[config.mk]
export PLATFORM = sky130hd
export DESIGN_NAME = knn_vote_flat
export DESIGN_NICKNAME = d
export VERILOG_FILES = /design/src/rtl/knn_vote_if.sv /design/src/rtl/knn_vote.sv /design/src/flat_wrapper.sv
export SDC_FILE = /design/constraint.sdc
export NUM_CORES = 1
export LEC_CHECK = 0
export ABC_AREA = 1
export CAP_MARGIN = 0
export CORE_UTILIZATION = 40
export DETAILED_ROUTE_END_ITERATION = 6
export PLACE_DENSITY_LB_ADDON = 0.2
export REMOVE_ABC_BUFFERS = 1
export SYNTH_ARGS = -nofsm -noshare
export SYNTH_HDL_FRONTEND = slang
export SYNTH_SLANG_ARGS = --single-unit
[constraint.sdc]
create_clock -name ap_clk -period 4.21 [get_ports ap_clk]
set_input_delay 1.263 -clock ap_clk [delete_from_list [all_inputs] [get_ports ap_clk]]
set_output_delay 1.263 -clock ap_clk [all_outputs]
set_load 0.01 [all_outputs]
[src/rtl/knn_vote_if.sv]
// ----------------------------------------------------------------------------
// knn_vote_if
//   Stream bundle for knn_vote: one candidate stream in and one result stream
//   out, both 32-bit AXI-stream style (TDATA/TVALID/TREADY).
//
//   Signals
//     Input_1_V_TDATA   candidate word {label[31:28], distance[DIST_BITS-1:0]}
//     Input_1_V_TVALID  candidate valid
//     Input_1_V_TREADY  candidate accepted when TVALID & TREADY
//     Output_1_V_TDATA  classification result word
//     Output_1_V_TVALID result valid
//     Output_1_V_TREADY downstream ready
//
//   Modports
//     slave  : the voting block (consumes candidates, produces results)
//     master : the environment (produces candidates, consumes results)
// ----------------------------------------------------------------------------
interface knn_vote_if;
    logic [31:0] Input_1_V_TDATA;
    logic        Input_1_V_TVALID;
    logic        Input_1_V_TREADY;
    logic [31:0] Output_1_V_TDATA;
    logic        Output_1_V_TVALID;
    logic        Output_1_V_TREADY;

    modport slave (
        input  Input_1_V_TDATA,
        input  Input_1_V_TVALID,
        output Input_1_V_TREADY,
        output Output_1_V_TDATA,
        output Output_1_V_TVALID,
        input  Output_1_V_TREADY
    );

    modport master (
        output Input_1_V_TDATA,
        output Input_1_V_TVALID,
        input  Input_1_V_TREADY,
        input  Output_1_V_TDATA,
        input  Output_1_V_TVALID,
        output Output_1_V_TREADY
    );
endinterface

[src/rtl/knn_vote.sv]
// ----------------------------------------------------------------------------
// knn_vote
//   Majority vote over the K nearest neighbours of one test image.
//   Candidates {label, distance} stream in; the K nearest are kept in a list
//   sorted ascending by distance (single-cycle insert, earlier arrival wins on
//   equal distance). After NUM_CAND candidates the block counts votes per
//   label (K cycles), scans for the winner (K cycles) and presents one result
//   word until the downstream accepts it, then starts the next image.
//
//   Ports
//     ap_clk      clock
//     ap_rst_n    asynchronous reset, active low
//     axis        knn_vote_if.slave: candidate stream in, result stream out
//
//   Result word
//     [3:0]  winning label (4'hF when no valid label was in the list)
//     With KNN_VOTE_DIST_OUT_EN defined additionally:
//       [11:8]                 winning vote count
//       [16+DIST_BITS-1:16]    distance of the nearest neighbour
//     All other bits are 0. Both builds have identical timing.
// ----------------------------------------------------------------------------
module knn_vote #(
    parameter int K          = 3,
    parameter int NUM_CAND   = 30,
    parameter int DIST_BITS  = 8,
    parameter int NUM_LABELS = 10
) (
    input  logic      ap_clk,
    input  logic      ap_rst_n,
    knn_vote_if.slave axis
);
    localparam int CW = $clog2(K + 1);
    localparam int NW = $clog2(NUM_CAND + 1);
    localparam int IW = (K > 1) ? $clog2(K) : 1;

    localparam logic [4:0]           NL        = 5'(NUM_LABELS);
    localparam logic [IW-1:0]        LAST_IDX  = IW'(K - 1);
    localparam logic [NW-1:0]        LAST_CAND = NW'(NUM_CAND - 1);
    localparam logic [3:0]           NO_LABEL  = 4'hF;
    localparam logic [DIST_BITS-1:0] FAR       = '1;

    typedef enum logic [1:0] {
        COLLECT,
        COUNT,
        SCAN,
        EMIT
    } state_t;

    state_t               state_q, state_d;
    logic [DIST_BITS-1:0] dist_q [K];
    logic [DIST_BITS-1:0] dist_d [K];
    logic [3:0]           lbl_q  [K];
    logic [3:0]           lbl_d  [K];
    // One counter per 4-bit label code; only codes below NUM_LABELS are ever
    // incremented, the rest stay zero.
    logic [CW-1:0]        cnt_q  [16];
    logic [CW-1:0]        cnt_d  [16];
    logic [NW-1:0]        cand_cnt_q, cand_cnt_d;
    logic [IW-1:0]        idx_q, idx_d;
    logic [3:0]           win_q, win_d;
    logic [CW-1:0]        best_q, best_d;
    logic                 in_ready_q;
    logic                 out_valid_q, out_valid_d;
    logic [31:0]          out_data_q, out_data_d;

    // ------------------------------------------------------------------
    // Candidate decode and sorted insert
    // ------------------------------------------------------------------
    logic                 accept;
    logic [DIST_BITS-1:0] new_dist;
    logic [3:0]           new_lbl;
    logic [K-1:0]         closer;
    logic [DIST_BITS-1:0] ins_dist [K];
    logic [3:0]           ins_lbl  [K];
    logic                 unused_tdata_bits;

    // in_ready_q is only ever high while in COLLECT, so it alone qualifies
    // the handshake.
    assign accept   = axis.Input_1_V_TVALID & in_ready_q;
    assign new_dist = axis.Input_1_V_TDATA[DIST_BITS-1:0];
    assign new_lbl  = axis.Input_1_V_TDATA[31:28];
    assign unused_tdata_bits = ^axis.Input_1_V_TDATA[27:DIST_BITS];

    // Strict compare: an equal distance never displaces an entry, so equal
    // distances keep arrival order and an arrival equal to the last entry
    // falls off the end. Because the list is sorted, 'closer' is a
    // thermometer code; the first set bit is the insert slot and everything
    // above it shifts down by one.
    generate
        for (genvar gi = 0; gi < K; gi++) begin : g_insert
            assign closer[gi] = new_dist < dist_q[gi];
            if (gi == 0) begin : g_head
                assign ins_dist[gi] = closer[gi] ? new_dist : dist_q[gi];
                assign ins_lbl[gi]  = closer[gi] ? new_lbl  : lbl_q[gi];
            end else begin : g_body
                assign ins_dist[gi] = !closer[gi]    ? dist_q[gi]
                                    : closer[gi - 1] ? dist_q[gi - 1]
                                    :                  new_dist;
                assign ins_lbl[gi]  = !closer[gi]    ? lbl_q[gi]
                                    : closer[gi - 1] ? lbl_q[gi - 1]
                                    :                  new_lbl;
            end
        end
    endgenerate

    // ------------------------------------------------------------------
    // List entry currently being counted / scanned
    // ------------------------------------------------------------------
    logic [3:0]    cur_lbl;
    logic          cur_valid;
    logic [CW-1:0] cur_votes;

    assign cur_lbl   = lbl_q[idx_q];
    assign cur_valid = {1'b0, cur_lbl} < NL;
    assign cur_votes = cnt_q[cur_lbl];

    // ------------------------------------------------------------------
    // Next-state logic
    // ------------------------------------------------------------------
    always_comb begin
        state_d     = state_q;
        dist_d      = dist_q;
        lbl_d       = lbl_q;
        cnt_d       = cnt_q;
        cand_cnt_d  = cand_cnt_q;
        idx_d       = idx_q;
        win_d       = win_q;
        best_d      = best_q;
        out_valid_d = out_valid_q;
        out_data_d  = out_data_q;

        case (state_q)
            COLLECT: begin
                if (accept) begin
                    dist_d     = ins_dist;
                    lbl_d      = ins_lbl;
                    cand_cnt_d = cand_cnt_q + NW'(1);
                    if (cand_cnt_q == LAST_CAND) begin
                        state_d = COUNT;
                        idx_d   = '0;
                        for (int i = 0; i < 16; i++) begin
                            cnt_d[i] = '0;
                        end
                    end
                end
            end

            COUNT: begin
                if (cur_valid) begin
                    cnt_d[cur_lbl] = cur_votes + CW'(1);
                end
                if (idx_q == LAST_IDX) begin
                    state_d = SCAN;
                    idx_d   = '0;
                    win_d   = NO_LABEL;
                    best_d  = '0;
                end else begin
                    idx_d = idx_q + IW'(1);
                end
            end

            SCAN: begin
                // Strictly greater: on a tie the label met first (nearest
                // member closest to list[0]) is kept.
                if (cur_valid && (cur_votes > best_q)) begin
                    win_d  = cur_lbl;
                    best_d = cur_votes;
                end
                if (idx_q == LAST_IDX) begin
                    state_d         = EMIT;
                    out_valid_d     = 1'b1;
                    out_data_d      = '0;
                    out_data_d[3:0] = win_d;
`ifdef KNN_VOTE_DIST_OUT_EN
                    out_data_d[8 +: CW]         = best_d;
                    out_data_d[16 +: DIST_BITS] = dist_q[0];
`endif
                end else begin
                    idx_d = idx_q + IW'(1);
                end
            end

            EMIT: begin
                if (axis.Output_1_V_TREADY) begin
                    state_d     = COLLECT;
                    out_valid_d = 1'b0;
                    out_data_d  = '0;
                    cand_cnt_d  = '0;
                    for (int i = 0; i < K; i++) begin
                        dist_d[i] = FAR;
                        lbl_d[i]  = NO_LABEL;
                    end
                end
            end

            default: state_d = COLLECT;
        endcase
    end

    // ------------------------------------------------------------------
    // State registers
    // ------------------------------------------------------------------
    always_ff @(posedge ap_clk or negedge ap_rst_n) begin
        if (!ap_rst_n) begin
            state_q     <= COLLECT;
            cand_cnt_q  <= '0;
            idx_q       <= '0;
            win_q       <= NO_LABEL;
            best_q      <= '0;
            in_ready_q  <= 1'b0;
            out_valid_q <= 1'b0;
            out_data_q  <= '0;
            for (int i = 0; i < K; i++) begin
                dist_q[i] <= FAR;
                lbl_q[i]  <= NO_LABEL;
            end
            for (int i = 0; i < 16; i++) begin
                cnt_q[i] <= '0;
            end
        end else begin
            state_q     <= state_d;
            dist_q      <= dist_d;
            lbl_q       <= lbl_d;
            cnt_q       <= cnt_d;
            cand_cnt_q  <= cand_cnt_d;
            idx_q       <= idx_d;
            win_q       <= win_d;
            best_q      <= best_d;
            // Registered ready: low throughout reset, high from the first
            // edge after release, and low in the cycle after the last
            // candidate of an image is taken.
            in_ready_q  <= (state_d == COLLECT);
            out_valid_q <= out_valid_d;
            out_data_q  <= out_data_d;
        end
    end

    assign axis.Input_1_V_TREADY  = in_ready_q;
    assign axis.Output_1_V_TVALID = out_valid_q;
    assign axis.Output_1_V_TDATA  = out_data_q;

endmodule

[src/flat_wrapper.sv]
// flat-port wrapper written by rule: the top's interface ports become plain ports
module knn_vote_flat 
#(
    parameter int K          = 3,
    parameter int NUM_CAND   = 30,
    parameter int DIST_BITS  = 8,
    parameter int NUM_LABELS = 10
)
  (ap_clk, ap_rst_n, axis_Input_1_V_TDATA, axis_Input_1_V_TVALID, axis_Input_1_V_TREADY, axis_Output_1_V_TDATA, axis_Output_1_V_TVALID, axis_Output_1_V_TREADY);
  knn_vote_if axis_i ();
  input  logic ap_clk;
  input  logic ap_rst_n;
  input wire logic [$bits(axis_i.Input_1_V_TDATA)-1:0] axis_Input_1_V_TDATA;
  input wire logic [$bits(axis_i.Input_1_V_TVALID)-1:0] axis_Input_1_V_TVALID;
  output wire logic [$bits(axis_i.Input_1_V_TREADY)-1:0] axis_Input_1_V_TREADY;
  output wire logic [$bits(axis_i.Output_1_V_TDATA)-1:0] axis_Output_1_V_TDATA;
  output wire logic [$bits(axis_i.Output_1_V_TVALID)-1:0] axis_Output_1_V_TVALID;
  input wire logic [$bits(axis_i.Output_1_V_TREADY)-1:0] axis_Output_1_V_TREADY;
  assign axis_i.Input_1_V_TDATA = axis_Input_1_V_TDATA;
  assign axis_i.Input_1_V_TVALID = axis_Input_1_V_TVALID;
  assign axis_Input_1_V_TREADY = axis_i.Input_1_V_TREADY;
  assign axis_Output_1_V_TDATA = axis_i.Output_1_V_TDATA;
  assign axis_Output_1_V_TVALID = axis_i.Output_1_V_TVALID;
  assign axis_i.Output_1_V_TREADY = axis_Output_1_V_TREADY;
  knn_vote #(.K(K), .NUM_CAND(NUM_CAND), .DIST_BITS(DIST_BITS), .NUM_LABELS(NUM_LABELS)) u_core (.ap_clk(ap_clk), .ap_rst_n(ap_rst_n), .axis(axis_i));
endmodule
Yosys cells after proc, flatten, opt, wreduce, memory -nomap -nowiden
Cells that the tools add are included.
{"block": "word_totals", "in_bits": 36, "output_inout_bits": 34, "wordCells": 133, "regBits": 117}
{"block": "op_classes", "n_addsub": 3, "bitwise": 3, "n_mux": 55, "eq_ne": 16, "order_cmp": 8, "reduce_logical": 18}
{"operator": "two-way mux 32 bit", "n": 5}
{"operator": "one-hot mux 32 bit (2 select lines)", "n": 2}
{"operator": "two-way mux 24 bit", "n": 2}
{"operator": "one-hot mux 24 bit (2 select lines)", "n": 1}
{"operator": "two-way mux 8 bit", "n": 5}
{"operator": "two-way mux 4 bit", "n": 9}
{"operator": "bitwise mux 32 bit", "n": 1}
{"operator": "two-way mux 2 bit", "n": 14}
{"operator": "< comparator 8 bit", "n": 3}
{"operator": "two-way mux 12 bit", "n": 2}
{"operator": "one-hot mux 12 bit (2 select lines)", "n": 1}
{"operator": "AND reduction 4 bit", "n": 5}
{"operator": "!= test 2 x 1 -> 1 bit, second input constant", "n": 9}
{"operator": "two-way mux 5 bit", "n": 2}
{"operator": "one-hot mux 5 bit (2 select lines)", "n": 1}
{"operator": "AND reduction 3 bit", "n": 3}
{"operator": "binary-select mux 2 bit (select 4 bit)", "n": 1}
{"operator": "binary-select mux 4 bit (select 2 bit)", "n": 1}
{"operator": "demux 2 bit (select 4 bit)", "n": 1}
{"operator": "one-hot mux 2 bit (4 select lines)", "n": 1}
{"operator": "one-hot mux 4 bit (2 select lines)", "n": 1}
{"operator": "nonzero test 2 bit", "n": 4}
{"operator": "== test 2 bit, second input constant", "n": 3}
{"operator": "one-hot mux 2 bit (3 select lines)", "n": 1}
{"operator": "other kinds (20)", "n": 25}

Longest topological paths before layout
Gate-level depths: netlist of the first run.
{"block": "depth", "word_depth": 13, "mapped_depth": 23, "depth_no_buf": 21}

Worst setup path before layout of the first run
No wires, ideal clock.
{"block": "synth_path", "path_kind": "input port to flip-flop", "startpoint": "input port axis_Input_1_V_TDATA[1]", "endpoint": "register u_core.dist_q[18] (netlist bit)", "arrival_time_ns": 2.525, "t_required_ns": 4.131, "n_path_buf": 1, "path_stages": 12, "setup_slack_ns": 1.607, "setup_ns": 0.079, "path_cell_list": "ha_1 o21ai_0 nand2_1 nand3_1 nand2_1 nand4_1 nand2_1 nand2_1 nand2_1 clkbuf_1 nand2_1 o21ai_0"}
{"block": "synth_between", "elab_chain_len": 3}
{"item": "from (decl)", "line_no": "flat_wrapper.sv:13", "source": "input wire logic [$bits(axis_i.Input_1_V_TDATA)-1:0] axis_Input_1_V_TDATA;"}
{"item": "< comparator 8 bit", "line_no": "knn_vote.sv:91", "source": "assign closer[gi] = new_dist < dist_q[gi];"}
{"item": "!= test 2 x 1 -> 1 bit (no line)"}
{"item": "AND reduction 4 bit (no line)"}
{"item": "to (signal assigned)", "line_no": "knn_vote.sv:222", "source": "dist_q <= dist_d;"}
{"item": "to (decl)", "line_no": "knn_vote.sv:50", "source": "logic [DIST_BITS-1:0] dist_q [K];"}
Every way passes these cells.
A chain may end at the register's enable or synchronous reset.

Final worst setup path of the first run
{"block": "layout_path", "startpoint": "register u_core.idx_q[0]", "endpoint": "register u_core.win_q[1]"}
{"block": "layout_between", "elab_chain_len": 12, "word_cells_on_any_way": 16, "cone_classes": "order compare: 2; eq/ne: 2; mux: 8; bitwise: 2; reduce/logical: 2"}
{"item": "from (decl)", "line_no": "knn_vote.sv:59", "source": "logic [IW-1:0] idx_q, idx_d;"}
{"item": "from (signal assigned)", "line_no": "knn_vote.sv:226", "source": "idx_q <= idx_d;"}
{"item": "inverter 2 -> 3 bit (implied by the code)", "line_no": "knn_vote.sv:113", "source": "assign cur_lbl = lbl_q[idx_q];"}
{"item": "binary-select mux 4 bit (select 2 bit)", "line_no": "knn_vote.sv:113"}
{"item": "two-way mux 4 bit (implied by the code) (2 in a row)", "line_no": "knn_vote.sv:113"}
{"item": "inverter 4 -> 5 bit (implied by the code)", "line_no": "knn_vote.sv:115", "source": "assign cur_votes = cnt_q[cur_lbl];"}
{"item": "binary-select mux 2 bit (select 4 bit)", "line_no": "knn_vote.sv:115"}
{"item": "two-way mux 2 bit (implied by the code) (2 in a row)", "line_no": "knn_vote.sv:115"}
{"item": "greater-than comparator 2 bit", "line_no": "knn_vote.sv:165", "source": "if (cur_valid && (cur_votes > best_q)) begin"}
{"item": "logical AND 1 bit", "line_no": "knn_vote.sv:165"}
{"item": "two-way mux 4 bit", "line_no": "knn_vote.sv:165"}
{"item": "one-hot mux 4 bit (2 select lines)", "line_no": "knn_vote.sv:132", "source": "case (state_q)"}
{"item": "to (signal assigned)", "line_no": "knn_vote.sv:227", "source": "win_q <= win_d;"}
{"item": "to (decl)", "line_no": "knn_vote.sv:60", "source": "logic [3:0] win_q, win_d;"}
Several ways; a longest one is shown, not always the timed one. The select of a mux whose other input is x is not followed.

==> results of run 1 <==
kinds of logic after synthesis:
group / synth area share [%]
compound gates: 12.3
fa+ha+maj: 6.97
buf+inv: 13.4
flops: 39.7
other cells: 0.0653
simple gates: 27.7
per-stage QoR:
step	instances	utilization (%)	worst slack [ns]
after floorplan	767	-	1.29
after global placement	975	43.0	0.678
after detailed placement	975	43.0	0.609
after CTS	991	44.9	0.907
after global routing	991	44.9	0.529
final	991	44.9	0.923
worst max-delay path, stage by stage (launching register included):
cell	delay [ns]
dfrtp_1	0.49
inv_2	0.20
nand3_2	0.38
nand2_4	0.39
nand2_1	0.08
nand2_1	0.06
nand2_1	0.06
nand2_1	0.09
nand2_1	0.04
nand2_1	0.12
nor2_2	0.07
ha_1	0.29
a21oi_1	0.07
a21oi_1	0.12
nand2_1	0.19
o21ai_0	0.30
nand3_1	0.10
o21ai_0	0.10
inv_1	0.06
cells in the final DEF, fill, tap and decap left out, types with 2 or more instances in the layout:
master,count
dfstp_2,40
dfrtp_1,49
ha_1,32
o21a_1,4
nand2_2,7
o22ai_1,6
or2_2,2
clkbuf_16,9
nand4_1,4
o21ai_2,4
nor2_2,3
nand2b_1,3
clkbuf_1,5
nand3_1,37
nor3_1,6
inv_2,4
clkdlybuf4s50_1,20
inv_1,110
o21ai_0,62
o21ai_1,5
clkbuf_8,2
nor2_1,54
o211ai_1,14
nand3b_1,5
buf_4,8
a21oi_1,26
conb_1,28
or2_1,2
nand2_1,250
layer usage:
metal	wire length (microns)	GRT usage (%)	up-vias
li1	-	-	2465
met1	6680	26.0	2322
met5	0	0	-
met3	432	2.57	8
met4	133	6.64	0
met2	5690	30.3	106
power by group:
group	switching (mW)	internal [mW]	total, mW
Sequential	0.187	1.29	1.48
Combinational	1.99	0.925	2.91
Clock	0.322	0.434	0.756
Total	2.49	2.65	5.15
flip-flops by register name, indices dropped and copies added, names as in the netlist:
name and flops:
u_core.cnt_q 32, u_core.dist_q 24, u_core.lbl_q 12, u_core.cand_cnt_q 5, u_core.axis.Output_1_V_TDATA 4, u_core.win_q 4, u_core.best_q 2, u_core.idx_q 2
u_core.state_q 2, u_core.axis.Input_1_V_TREADY 1, u_core.axis.Output_1_V_TVALID 1
cell type report:
class,instances,area (sq um)
Fill cell,1403,7670
Multi-Input combinational cell,564,2800
Sequential cell,89,2280
Inverter,114,428
Clock buffer,16,272
Timing Repair Buffer,28,260
Tap cell,180,225
worst max path at each step:
stage,slack [ns],cells past startpoint,end,start
5_1_grt,0.53,18,u_core.win_q[1],u_core.idx_q[0]
4_1_cts,0.91,16,u_core.win_q[1],u_core.idx_q[0]
2_1_floorplan,1.29,10,u_core.dist_q[10],axis_Input_1_V_TDATA[1]
3_5_place_dp,0.61,11,u_core.lbl_q[8],axis_Input_1_V_TDATA[1]
3_3_place_gp,0.68,11,u_core.dist_q[21],axis_Input_1_V_TDATA[1]
6_report,0.92,18,u_core.win_q[1],u_core.idx_q[0]
==> reports/qor.yml, run 1 <==
drt-initial-drc-count: 290
grt_pass1_wl_mm: 22.2
worstSetupPathType: "reg2reg"
synth_ff_type: "dfrtp_1"
yosys_warnings: 0
min_path_type: "reg2reg"
postRouteAntennaNets: 0
status: "completed"
ioPinCount: 70
r2r_start: "u_core.idx_q[0]"
min_path_cells: 2
r2r_slack_ns: 0.92
antenna_cells: 0
fin_area_sq_um: 6260
port_buffers: 21
initial_core_util_pct: 41.2
clkLatencyLatePin_ns: 0.34
setup-tns-final_ns: 0
cts_root_buffer: "clkbuf_16"
worstHoldStart: "u_core.lbl_q[2]"
synth_area_leaders: "dfrtp_1 21%, dfstp_2 18%, nand2_1 16%"
max_slew_margin_pct: 40.5
worstSetupStartpointType: "flop"
core_area_sq_um: 13900
endpoint_kind: "flop"
period_needed_ns: 3.29
p_leak_nw: 3.15
synthArstFlopShare_pct: 100
antenna_found_initial: 0
avgSynthCellArea_sq_um: 7.25
finalSetupViolations: 0
die_h_microns: 122
required_ns: 4.48
wl_mm: 12.9
postCtsHoldBufs: 0
grt_max_degree: 72
worst_clock_skew_ns: 0.00367
synth_top_area_share_pct: 21.4
vias_per_cell: 4.95
placementRows: 43
synth-seq-cells: 89
max_clock_freq_ghz: 0.304
nNetsFinal: 874
rsz0062_at_grt: "false"
cts_resized: 0
postCtsSetupRepairBufs: 0
fin_crit_sh_pct: 78.1
drc: 0
cp.arrival_ns: 3.56
ff2ff_path_depth: 18
drv_slew: 0
ys_top_cells_by_count: "250 x nand2_1, 110 x inv_1, 62 x o21ai_0"
ir_worst_vdd_mv: 0.400
clockBufferDepth: 2
cts_buffers: 9
synth-edff-count: 0
hold_end: "u_core.lbl_q[2]"
yosysMostFrequentCell: "nand2_1"
syn2layout_area_growth_pct: 9.04
clk_pin_slew_worst_paths_ns: 0.06
dr.pass1.iters: 7
tightest_slew_ns: 0.892
gp_congestion: 0.845
wl_per_cell_microns: 13.1
tritoncts: "yes"
clock-sinks: 89
power.density_nw_per_um2: 822
dpl-instance-area_sq_um: 5990
ys_seq_area_share_pct: 39.7
grt_overflow: 0
track_usage_pct: 18.9
grt_pass1_vias: 4781
synth_top_area_cell: "dfrtp_1"
fp.dieW_microns: 122
crit_path_max_fanout: 21
htreeDepth: 3
reg2reg_to: "u_core.win_q[1]"
layout-drive-gt1-share_pct: 10.4
ys_types: 38
hold_ws_ns: 0.467
finalPower_mw: 5.15
drv_cap: 0
hpwl_mm: 8.97
hold_viol_final: 0
netlist_area_sq_um: 5740
syn_inst: 792
fp.dieArea_sq_um: 14800
vias: 4901
Note: power is estimated with default switching activity, not from simulation.
==> inputs of run 2 (changes only) <==
==> constraint.sdc (replaced) <==
create_clock -name ap_clk -period 2.73 [get_ports ap_clk]
set_input_delay 0.819 -clock ap_clk [delete_from_list [all_inputs] [get_ports ap_clk]]
set_output_delay 0.819 -clock ap_clk [all_outputs]
set_load 0.01 [all_outputs]
==> run 2 against run 1 <==
  * Power up 86%
  * Critical endpoint is now u_core.axis.Output_1_V_TDATA[3]
  * Register-to-register slack worse by 0.82 ns
  * Combinational power rose by 110%
  * Count of clock-buffer cells in the layout decreased by 3
  * Die area stayed put
  * Non-clock buffer count up 44
  * Core utilization increased by 4.1 points
  * Sequential share of layout area is 3.0 points lower
==> reports/qor.yml, run 2 (same netlist as run 1, synthesis figures left out) <==
vias_per_cell: 4.93  # was 4.95
clockBufferDepth: 2  # unchanged
ir_worst_vdd_mv: 0.607  # was 0.400 mV
finalPower_mw: 9.56  # was 5.15 mW
required_ns: 2.99  # was 4.48 ns
drv_cap: 0  # unchanged
setup_ws_ns: 0.102  # was 0.923 ns
cp.arrival_ns: 2.89  # was 3.56 ns
layout-drive-gt1-share_pct: 18.2  # was 10.4%
hold_viol_final: 0  # unchanged
n_fill_cell: 1343  # was 1403
antenna_found_initial: 0  # unchanged
fp.dieW_microns: 122  # unchanged
grt_pass1_vias: 4799  # was 4781
met3WireLength_microns: 661  # was 432 microns
drv_slew: 0  # unchanged
endpoint_kind: "flop"  # unchanged
dr.pass1.iters: 7  # unchanged
hpwl_mm: 9.37  # was 8.97 mm
worst_clock_skew_ns: 0.00534  # was 0.00367 ns
period_needed_ns: 2.63  # was 3.29 ns
finalSetupViolations: 0  # unchanged
die_h_microns: 122  # unchanged
fp.dieArea_sq_um: 14800  # unchanged
ioPinCount: 70  # unchanged
initial_core_util_pct: 41.2  # unchanged
status: "completed"  # unchanged
max_clock_freq_ghz: 0.380  # was 0.304 GHz
postCtsHoldBufs: 0  # unchanged
dp_slack_ns: -0.0847  # was 0.609 ns
postRouteAntennaNets: 0  # unchanged
port_buffers: 21  # unchanged
htreeDepth: 3  # unchanged
drt-initial-drc-count: 301  # was 290
final_util_pct: 49.1  # was 44.9%
grt_max_degree: 90  # was 72
final_cell_mix: "241 x nand2_1, 106 x inv_1, 59 x o21ai_0"  # was 250 x nand2_1, 110 x inv_1, 62 x o21ai_0
worstSetupStartpointType: "flop"  # unchanged
routed-wl-met2_mm: 6.45  # was 5.69 mm
nNetsFinal: 920  # was 874
syn2layout_area_growth_pct: 19.1  # was 9.04%
p_leak_nw: 3.43  # was 3.15 nW
worstSetupPathType: "reg2reg"  # unchanged
hold_ws_ns: 0.467  # about the same
track_usage_pct: 19.4  # was 18.9%
placementRows: 43  # unchanged
wl_mm: 13.8  # was 12.9 mm
cts_root_buffer: "clkbuf_16"  # unchanged
core_area_sq_um: 13900  # unchanged
power.density_nw_per_um2: 1400  # was 822 nW/um^2
crit_path_max_fanout: 7  # was 21
tritoncts: "yes"  # unchanged
gp_congestion: 0.839  # was 0.845
drt-met1-wl_mm: 6.54  # was 6.68 mm
grt_overflow: 0  # unchanged
cts_buffers: 9  # unchanged
clk_pin_slew_worst_paths_ns: 0.06  # about the same
min_path_type: "reg2reg"  # unchanged
grt_pass1_wl_mm: 22.5  # was 22.2 mm
vias: 5108  # was 4901
antenna_cells: 0  # unchanged
reg_top3: "u_core.cnt_q x32, u_core.dist_q x24, u_core.lbl_q x12"  # unchanged
drc: 0  # unchanged
largest_reg_flops: 32  # unchanged
regMostFlops: "u_core.cnt_q"  # unchanged
clock-sinks: 89  # unchanged
clkLatencyLatePin_ns: 0.35  # was 0.34 ns
final_common_cell: "nand2_1"  # unchanged
highest_layer: "met4"  # unchanged
wl_per_cell_microns: 13.3  # was 13.1 microns
fin_crit_sh_pct: 96.3  # was 78.1%
-- run 2: cell types whose count changed in the layout (fill, tap and decap cells not counted), sizes merged --
cell / change
buf: +43
clkbuf: -2
clkinv: +3
clkinvlp: +1
nand2: +1
-- run 2: final cells by class --
cell class / instances / area (sq um) / share of cell area, %
clock buffers: 13 / 270 / 3.95
repair inverters: 1 / 7.51 / 0.110
repair buffers: 72 / 663 / 9.70
well taps: 180 / 225 / 3.29
inverters: 114 / 430 / 6.29
multi-input cells: 565 / 2950 / 43.1
clock inverters: 3 / 15.0 / 0.220
flip-flops and latches: 89 / 2280 / 33.3
-- run 2: power breakdown --
part | total, mW | internal (mW) | switching [mW] | leakage (nW)
clock | 1.21 | 0.688 | 0.519 | 0.145
sequential | 2.28 | 2.00 | 0.288 | 1.08
combinational | 6.07 | 2.44 | 3.63 | 2.20
-- run 2: path summary, 6_finish.rpt --
| path | from | end | slack, ns | cells past startpoint |
|---|---|---|---|---|
| worst max-delay path | u_core.idx_q[0] | u_core.axis.Output_1_V_TDATA[3] | 0.10 | 19 |
| worst min-delay path | u_core.dist_q[1] | u_core.dist_q[1] | 0.47 | 2 |
| worst max register to register | u_core.idx_q[0] | u_core.axis.Output_1_V_TDATA[3] | 0.10 | 19 |
| worst min register to register | u_core.dist_q[1] | u_core.dist_q[1] | 0.47 | 2 |
| max in group asynchronous | ap_rst_n | u_core.win_q[0] | 1.82 | 2 |
| min in group asynchronous | ap_rst_n | u_core.cnt_q[7] | 0.52 | 2 |
-- run 2: what timing repair did --
action                                  in CTS  in global routing
gates resized for setup                      4                 45
cloned                                       0                  3
endpoints found under the setup margin       7                 10
endpoints found under the hold margin        0                  0
pin swaps                                    0                 17
buffers inserted                             0                 15
-- run 2: metrics by stage --
stage / setup TNS, ns / instance area [sq um] / std cells
final: 0 / 6840 / 1037
after global routing: -0.166 / 6840 / 1037
after CTS: 0 / 6530 / 1020
after detailed placement: -0.933 / 6230 / 1004
after global placement: -0.912 / 6230 / 1004
after floorplan: 0 / 5510 / 767
-- run 2: critical path, stage by stage, from the launching register on --
cell	delay (ns)
dfrtp_2	0.48
inv_4	0.09
nand2_4	0.08
nand3_4	0.11
nand2_8	0.12
buf_6	0.14
nand2_1	0.06
nand2_1	0.09
nand2_1	0.06
nand2_1	0.06
nand2_1	0.06
nand2_2	0.10
nor2_4	0.06
ha_4	0.29
a21oi_4	0.06
a21oi_4	0.16
nand2_4	0.09
o21a_1	0.19
buf_4	0.13
o22ai_1	0.11
-- run 2: per-layer routing --
layer / track usage [%] / up-vias
met3: 3.28 / 15
met1: 26.6 / 2405
met5: 0 / -
met4: 5.71 / 0
met2: 31.3 / 119
li1: - / 2569
==> inputs of run 3 (changes only) <==
--- a/config.mk
+++ b/config.mk
@@ -7,6 +7,7 @@
 export LEC_CHECK = 0
 export ABC_AREA = 1
 export CAP_MARGIN = 0
+export CORE_MARGIN = 1
 export CORE_UTILIZATION = 40
 export DETAILED_ROUTE_END_ITERATION = 6
 export PLACE_DENSITY_LB_ADDON = 0.2
==> results of run 3 <==
Final layout, timing and power as in run 2 (identical DEF).
